`src/rtl/ras_spec_arch.sv`:
```
// ras_spec_arch: speculative + architectural return address stack with flush restore.
// Ports:
//   clk, resetn                    clock, asynchronous active-low reset
//   fetch_valid/fetch_pc/slot_*    fetch group; lowest-index CALL/RET slot drives the speculative copy
//   flush                          speculative copy reloads the architectural next state
//   retire_valid/pc/type           retiring branch drives the architectural copy
//   ret_pc, ret_valid, ras_full    speculative top entry, non-empty, full
// Optional: define RAS_RECUR_CNT_EN to compress repeated identical calls into per-entry counters.
module ras_spec_arch #(
  parameter int DEPTH = 16,
  parameter int CNT_W = 8,
  parameter int SLOTS = 2
) (
  input  logic                 clk,
  input  logic                 resetn,
  input  logic                 fetch_valid,
  input  logic [SLOTS*32-1:0]  fetch_pc,
  input  logic [SLOTS-1:0]     slot_valid,
  input  logic [SLOTS*3-1:0]   slot_type,
  input  logic                 flush,
  input  logic                 retire_valid,
  input  logic [31:0]          retire_pc,
  input  logic [2:0]           retire_type,
  output logic [31:0]          ret_pc,
  output logic                 ret_valid,
  output logic                 ras_full
);
  localparam int AW = $clog2(DEPTH);
  localparam int OW = $clog2(DEPTH + 1);
  localparam logic [OW-1:0] FULL = OW'(DEPTH);
  localparam logic [2:0] BR_CALL = 3'b010;
  localparam logic [2:0] BR_RET  = 3'b011;
  // index 0 = speculative copy, index 1 = architectural copy
  logic [31:0]   pc_q [2][DEPTH];
  logic [31:0]   pc_d [2][DEPTH];
  logic [AW-1:0] top_q [2];
  logic [AW-1:0] top_d [2];
  logic [AW-1:0] tn [2];
  logic [AW-1:0] tp [2];
  logic [OW-1:0] occ_q [2];
  logic [OW-1:0] occ_d [2];
  logic          push [2];
  logic          pop [2];
  logic          comp [2];
  logic          deep [2];
  logic [31:0]   link [2];
  logic          f_hit;
  logic          f_call;
  logic [31:0]   f_pc;
`ifdef RAS_RECUR_CNT_EN
  localparam logic [CNT_W-1:0] CNT_MAX = '1;
  logic [CNT_W-1:0] cnt_q [2][DEPTH];
  logic [CNT_W-1:0] cnt_d [2][DEPTH];
`endif
  // descending scan: the last hit written is the lowest-index CALL/RET slot
  always_comb begin
    f_hit  = 1'b0;
    f_call = 1'b0;
    f_pc   = '0;
    for (int i = SLOTS - 1; i >= 0; i--)
      if (slot_valid[i] && (slot_type[3*i+:3] == BR_CALL || slot_type[3*i+:3] == BR_RET)) begin
        f_hit  = 1'b1;
        f_call = slot_type[3*i+:3] == BR_CALL;
        f_pc   = fetch_pc[32*i+:32];
      end
  end
  // masking the low bits and adding 4 equals the 30-bit word increment, wrapping to 0
  always_comb begin
    push[0] = fetch_valid && !flush && f_hit && f_call;
    pop[0]  = fetch_valid && !flush && f_hit && !f_call;
    link[0] = (f_pc & ~32'h3) + 32'd4;
    push[1] = retire_valid && retire_type == BR_CALL;
    pop[1]  = retire_valid && retire_type == BR_RET;
    link[1] = (retire_pc & ~32'h3) + 32'd4;
  end
  always_comb begin
    for (int c = 0; c < 2; c++) begin
      pc_d[c]  = pc_q[c];
      top_d[c] = top_q[c];
      occ_d[c] = occ_q[c];
      tn[c]    = top_q[c] + 1'b1;
      tp[c]    = top_q[c] - 1'b1;
`ifdef RAS_RECUR_CNT_EN
      cnt_d[c] = cnt_q[c];
      comp[c]  = occ_q[c] != '0 && pc_q[c][top_q[c]] == link[c] && cnt_q[c][top_q[c]] != CNT_MAX;
      deep[c]  = cnt_q[c][top_q[c]] > CNT_W'(1);
`else
      comp[c]  = 1'b0;
      deep[c]  = 1'b0;
`endif
      if (push[c] && comp[c]) begin
`ifdef RAS_RECUR_CNT_EN
        cnt_d[c][top_q[c]] = cnt_q[c][top_q[c]] + 1'b1;
`endif
      end else if (push[c]) begin
        pc_d[c][tn[c]] = link[c];
`ifdef RAS_RECUR_CNT_EN
        cnt_d[c][tn[c]] = CNT_W'(1);
`endif
        top_d[c] = tn[c];
        occ_d[c] = occ_q[c] == FULL ? occ_q[c] : occ_q[c] + 1'b1;
      end else if (pop[c] && occ_q[c] != '0 && deep[c]) begin
`ifdef RAS_RECUR_CNT_EN
        cnt_d[c][top_q[c]] = cnt_q[c][top_q[c]] - 1'b1;
`endif
      end else if (pop[c] && occ_q[c] != '0) begin
`ifdef RAS_RECUR_CNT_EN
        cnt_d[c][top_q[c]] = '0;
`endif
        top_d[c] = tp[c];
        occ_d[c] = occ_q[c] - 1'b1;
      end
    end
  end
  always_ff @(posedge clk or negedge resetn) begin
    if (!resetn) begin
      for (int c = 0; c < 2; c++) begin
        for (int e = 0; e < DEPTH; e++) begin
          pc_q[c][e] <= '0;
`ifdef RAS_RECUR_CNT_EN
          cnt_q[c][e] <= '0;
`endif
        end
        top_q[c] <= '0;
        occ_q[c] <= '0;
      end
    end else begin
      pc_q[1]  <= pc_d[1];
      top_q[1] <= top_d[1];
      occ_q[1] <= occ_d[1];
`ifdef RAS_RECUR_CNT_EN
      cnt_q[1] <= cnt_d[1];
`endif
      // flush restores from the architectural next state, so a same-cycle retire is included
      if (flush) begin
        pc_q[0]  <= pc_d[1];
        top_q[0] <= top_d[1];
        occ_q[0] <= occ_d[1];
`ifdef RAS_RECUR_CNT_EN
        cnt_q[0] <= cnt_d[1];
`endif
      end else begin
        pc_q[0]  <= pc_d[0];
        top_q[0] <= top_d[0];
        occ_q[0] <= occ_d[0];
`ifdef RAS_RECUR_CNT_EN
        cnt_q[0] <= cnt_d[0];
`endif
      end
    end
  end
  assign ret_pc    = pc_q[0][top_q[0]];
  assign ret_valid = occ_q[0] != '0;
  assign ras_full  = occ_q[0] == FULL;
endmodule

```
`config.mk`:
```
export PLATFORM = sky130hd
export DESIGN_NAME = ras_spec_arch
export DESIGN_NICKNAME = d
export VERILOG_FILES = /design/src/rtl/ras_spec_arch.sv
export SDC_FILE = /design/constraint.sdc
export NUM_CORES = 2
export LEC_CHECK = 0
export ABC_AREA = 1
export CAP_MARGIN = 20
export CORE_ASPECT_RATIO = 1.1
export CORE_MARGIN = 5
export CORE_UTILIZATION = 45
export DETAILED_ROUTE_END_ITERATION = 6
export MAX_ROUTING_LAYER = met4
export PLACE_DENSITY = 0.66
export SLEW_MARGIN = 20
export SYNTH_ARGS = -nofsm -noshare
export SYNTH_HDL_FRONTEND = slang
export SYNTH_SLANG_ARGS = --single-unit
export TNS_END_PERCENT = 100
```
`constraint.sdc`:
```
create_clock -name clk -period 5.79 [get_ports clk]
set_input_delay 0.8685 -clock clk [delete_from_list [all_inputs] [get_ports clk]]
set_output_delay 0.8685 -clock clk [all_outputs]
set_load 0.01 [all_outputs]
```
==> out/qor.txt <==
ROUTE
--------------------------------------------------------------------------------
Average wire per standard cell                                           25.1 um
Detailed Route WL                                                      194000 um
Antenna-violating nets left                                                    0
Total iterations of the first detailed-routing run                             7
First-iteration detailed-routing DRC count                                  6494
Mean number of vias per cell                                                5.99
Number of DRC violations after detailed routing                                0
Total vias in the final route                                              46289

FLOORPLAN
--------------------------------------------------------------------------------
Initial Utilization                                                        45.2%
Total core area                                                       112000 um2
Row Count                                                                    129
Chip width                                                                330 um
I/O pin cnt                                                                  146
Full die area                                                         119000 um2
Die height                                                                362 um

SYNTHESIS
--------------------------------------------------------------------------------
Cells taking the most area after synthesis                          sky130_fd_sc_hd__dfrtp_1, sky130_fd_sc_hd__nand2_1, sky130_fd_sc_hd__nand3_1, sky130_fd_sc_hd__o21ai_0, sky130_fd_sc_hd__inv_1
Ys flop type                                                        sky130_fd_sc_hd__dfrtp_1
Cell accounting for the most synthesized area                       sky130_fd_sc_hd__dfrtp_1
Most common cell in the synthesized netlist                         sky130_fd_sc_hd__nand2_1
Average cell area after synthesis                                       8.19 um2
Fraction of registers with async set/reset                                  100%
Number of enable flip-flop cells after synthesis                               0
Synth top cells by count                                            sky130_fd_sc_hd__nand2_1, sky130_fd_sc_hd__dfrtp_1, sky130_fd_sc_hd__nand3_1
Cells after Synth                                                           6177
Yosys warns                                                                    0
Synthesized netlist net count                                               6307
Post-synthesis sequential element count                                     1042
Fraction of synthesized cell area taken by the top area cell type          51.6%
Area of the mapped netlist                                             50600 um2
Part of the Yosys area used for sequential elements                        51.6%
Post-synthesis cell type count                                                51

PLACED DESIGN
--------------------------------------------------------------------------------
Final RePlAce weighted congestion                                          0.923
Instance area after placement                                          53500 um2
Placed wire-length estimate after detailed placement                   118000 um
Setup WS pre-CTS                                                         1240 ps
DP Cell Count                                                               7533
Port-buffer cells                                                            139

TIMING
--------------------------------------------------------------------------------
Number of failing setup endpoints in the final timing report                   0
Hold Vio Cnt, Final                                                            0
Time the worst path needs with I/O delays and setup                      5340 ps
Rel. slew slack                                                            16.3%
RSZ-0062 raised after global routing                                       false
Post-route setup slack                                                    450 ps
Post-route clock skew                                                    40.2 ps
Achievable frequency                                                     187 MHz
Final period utilization                                                   92.2%
Fin. max-slew vios                                                             0
Transition time at the pin with the least slew margin                    1250 ps
TNS Setup                                                                   0 ps

FINISH
--------------------------------------------------------------------------------
Layout Nets                                                                 6266
Finished Layout Cells                                                       7731
# fillers                                                                  10667
Fin area                                                               57100 um2
Share of layout cells above drive strength 1                               9.04%
Area growth from synthesis to layout                                       12.9%

CTS
--------------------------------------------------------------------------------
Clock Latency Late Sink                                                   730 ps
Cell chosen for the clock root                                      sky130_fd_sc_hd__clkbuf_16
Deepest clock path buffer count                                                3
CTS-repair resized insts                                                       0
Clock Sink Count                                                            1042
Number of hold buffers added after CTS                                         0
Post-CTS setup buffer count                                                    0
Worst-path clk slew                                                        60 ps
CTS H-tree lvls                                                                3
Clock tree from TritonCTS                                                   done
CTS buffer count                                                             106

GLOBAL ROUTING
--------------------------------------------------------------------------------
Wire length of the first global-routing pass                           286000 um
All-Layer GR Usage                                                         32.8%
Aggregate global routing overflow                                              0
Vias in the first global route                                             44074
Antenna violations before repair                                               5
Largest net degree at the start of global routing                            195

CRITICAL PATH
--------------------------------------------------------------------------------
Required time of the critical path                                       4920 ps
Worst endpoint data arrival time                                         4470 ps
Capturing element type of the critical path                         primary output
Top fanout value on the critical path                                         41
Startpoint type of the worst setup path                                 register
Setup CP Type                                                         reg -> out

PWR
--------------------------------------------------------------------------------
Power, Total                                                             26.9 mW
Max rail drop VDD                                                         300 uV
Static leakage                                                           26.9 nW
Power density normalized to cell area                                 470 nW/um2

RUN STATUS
--------------------------------------------------------------------------------
Status                                                                 completed

MIN PATH
--------------------------------------------------------------------------------
Worst min-delay path category                                        in -> async

RUN
--------------------------------------------------------------------------------
Reported max-cap violation count                                               0

-- worst max-delay path, stage by stage, from the launching register on --
cell	delay, ps
sky130_fd_sc_hd__dfrtp_4	770
sky130_fd_sc_hd__nand2_4	620
sky130_fd_sc_hd__buf_4	360
sky130_fd_sc_hd__nor2_1	70
sky130_fd_sc_hd__nor3_1	210
sky130_fd_sc_hd__o211ai_1	180
sky130_fd_sc_hd__a32oi_1	730
sky130_fd_sc_hd__clkdlybuf4s50_1	740
-- metal layers --
metal  wire length [um]  up-vias  track usage [%]
li1                   -    20343                -
met1              75600    22478             42.8
met3              21900      588             7.28
met2              85500     2880             48.8
met4              10800        0             15.6
met5                  0        -                -
-- cell families (layout without fill, tap and decap cells) --
kind of cell	count (synthesis)	in the layout	share of synthesized area, %
compound gates	1033	1033	13.2
xor+xnor	36	36	0.757
fa+ha+maj	18	18	0.460
buf+inv	905	946	7.19
flops	1042	1042	51.6
other cells	0	7	0
simple gates	3143	3143	26.9
-- area by class of cell --
class                           instances  area (um2)  share of cell area, %
Antenna cell                            7        17.5                 0.0307
Inverter                              478        1800                   3.15
Multi-Input combinational cell       4230       21000                   36.9
Tap cell                             1506        1880                   3.30
Sequential cell                      1042       26100                   45.7
Clock buffer                          153        3110                   5.45
Clock inverter                         37         469                  0.822
Timing Repair Buffer                  278        2690                   4.72
-- registers in the layout, summed over array words and instances (netlist names) --
register	cells
occ_q	10
top_q	8
pc_q	1024
-- worst paths after layout --
kind	startpoint	endpoint	slack, ps	cells after the start
min in group clk	pc_q[224]$_DFF_PN0_	pc_q[224]$_DFF_PN0_	470	2
max reg2reg	top_q[5]$_DFFE_PN0P_	pc_q[924]$_DFFE_PN0P_	1070	15
max in group asynchronous	resetn	pc_q[444]$_DFF_PN0_	4020	2
max	top_q[5]$_DFFE_PN0P_	ret_pc[10]	450	7
min	resetn	occ_q[8]$_DFFE_PN0P_	180	1
min reg2reg	pc_q[224]$_DFF_PN0_	pc_q[224]$_DFF_PN0_	470	2
-- power breakdown --
group | switching [mW] | leakage [nW] | internal, mW | total (mW)
Sequential | 1.09 | 13.9 | 9.71 | 10.8
Combinational | 5.61 | 11.2 | 3.31 | 8.92
Clock | 3.06 | 1.78 | 4.09 | 7.15
-- metrics by stage --
step | util, % | hold WS, ps
after floorplan | - | 431
after global placement | 47.7 | 446
after detailed placement | 47.7 | 448
after CTS | 50.9 | 200
after global routing | 51.0 | 238
final | 51.0 | 178
-- cells in the final DEF (no fill, tap or decap), types with 10 or more instances in the layout --
cell type	count
sky130_fd_sc_hd__a21oi_1	98
sky130_fd_sc_hd__a22o_1	12
sky130_fd_sc_hd__a31oi_1	56
sky130_fd_sc_hd__a32oi_1	23
sky130_fd_sc_hd__and2_1	65
sky130_fd_sc_hd__buf_12	15
sky130_fd_sc_hd__buf_4	121
sky130_fd_sc_hd__clkbuf_1	20
sky130_fd_sc_hd__clkbuf_16	107
sky130_fd_sc_hd__clkbuf_8	26
sky130_fd_sc_hd__clkdlybuf4s50_1	137
sky130_fd_sc_hd__clkinv_2	23
sky130_fd_sc_hd__dfrtp_1	1039
sky130_fd_sc_hd__ha_1	17
sky130_fd_sc_hd__inv_1	435
sky130_fd_sc_hd__inv_2	32
sky130_fd_sc_hd__nand2_1	1796
sky130_fd_sc_hd__nand2_2	20
sky130_fd_sc_hd__nand3_1	662
sky130_fd_sc_hd__nand3_2	11
sky130_fd_sc_hd__nand3b_1	10
sky130_fd_sc_hd__nor2_1	242
sky130_fd_sc_hd__nor2_2	18
sky130_fd_sc_hd__nor2_4	21
sky130_fd_sc_hd__nor3_1	151
sky130_fd_sc_hd__o2111ai_1	33
sky130_fd_sc_hd__o211ai_1	167
sky130_fd_sc_hd__o21a_1	104
sky130_fd_sc_hd__o21ai_0	335
sky130_fd_sc_hd__o21ai_1	34
sky130_fd_sc_hd__o221ai_1	75
sky130_fd_sc_hd__o22ai_1	52
sky130_fd_sc_hd__o311ai_0	12
sky130_fd_sc_hd__or2_2	127
sky130_fd_sc_hd__xor2_1	23
(Power assumes the default switching activity.)
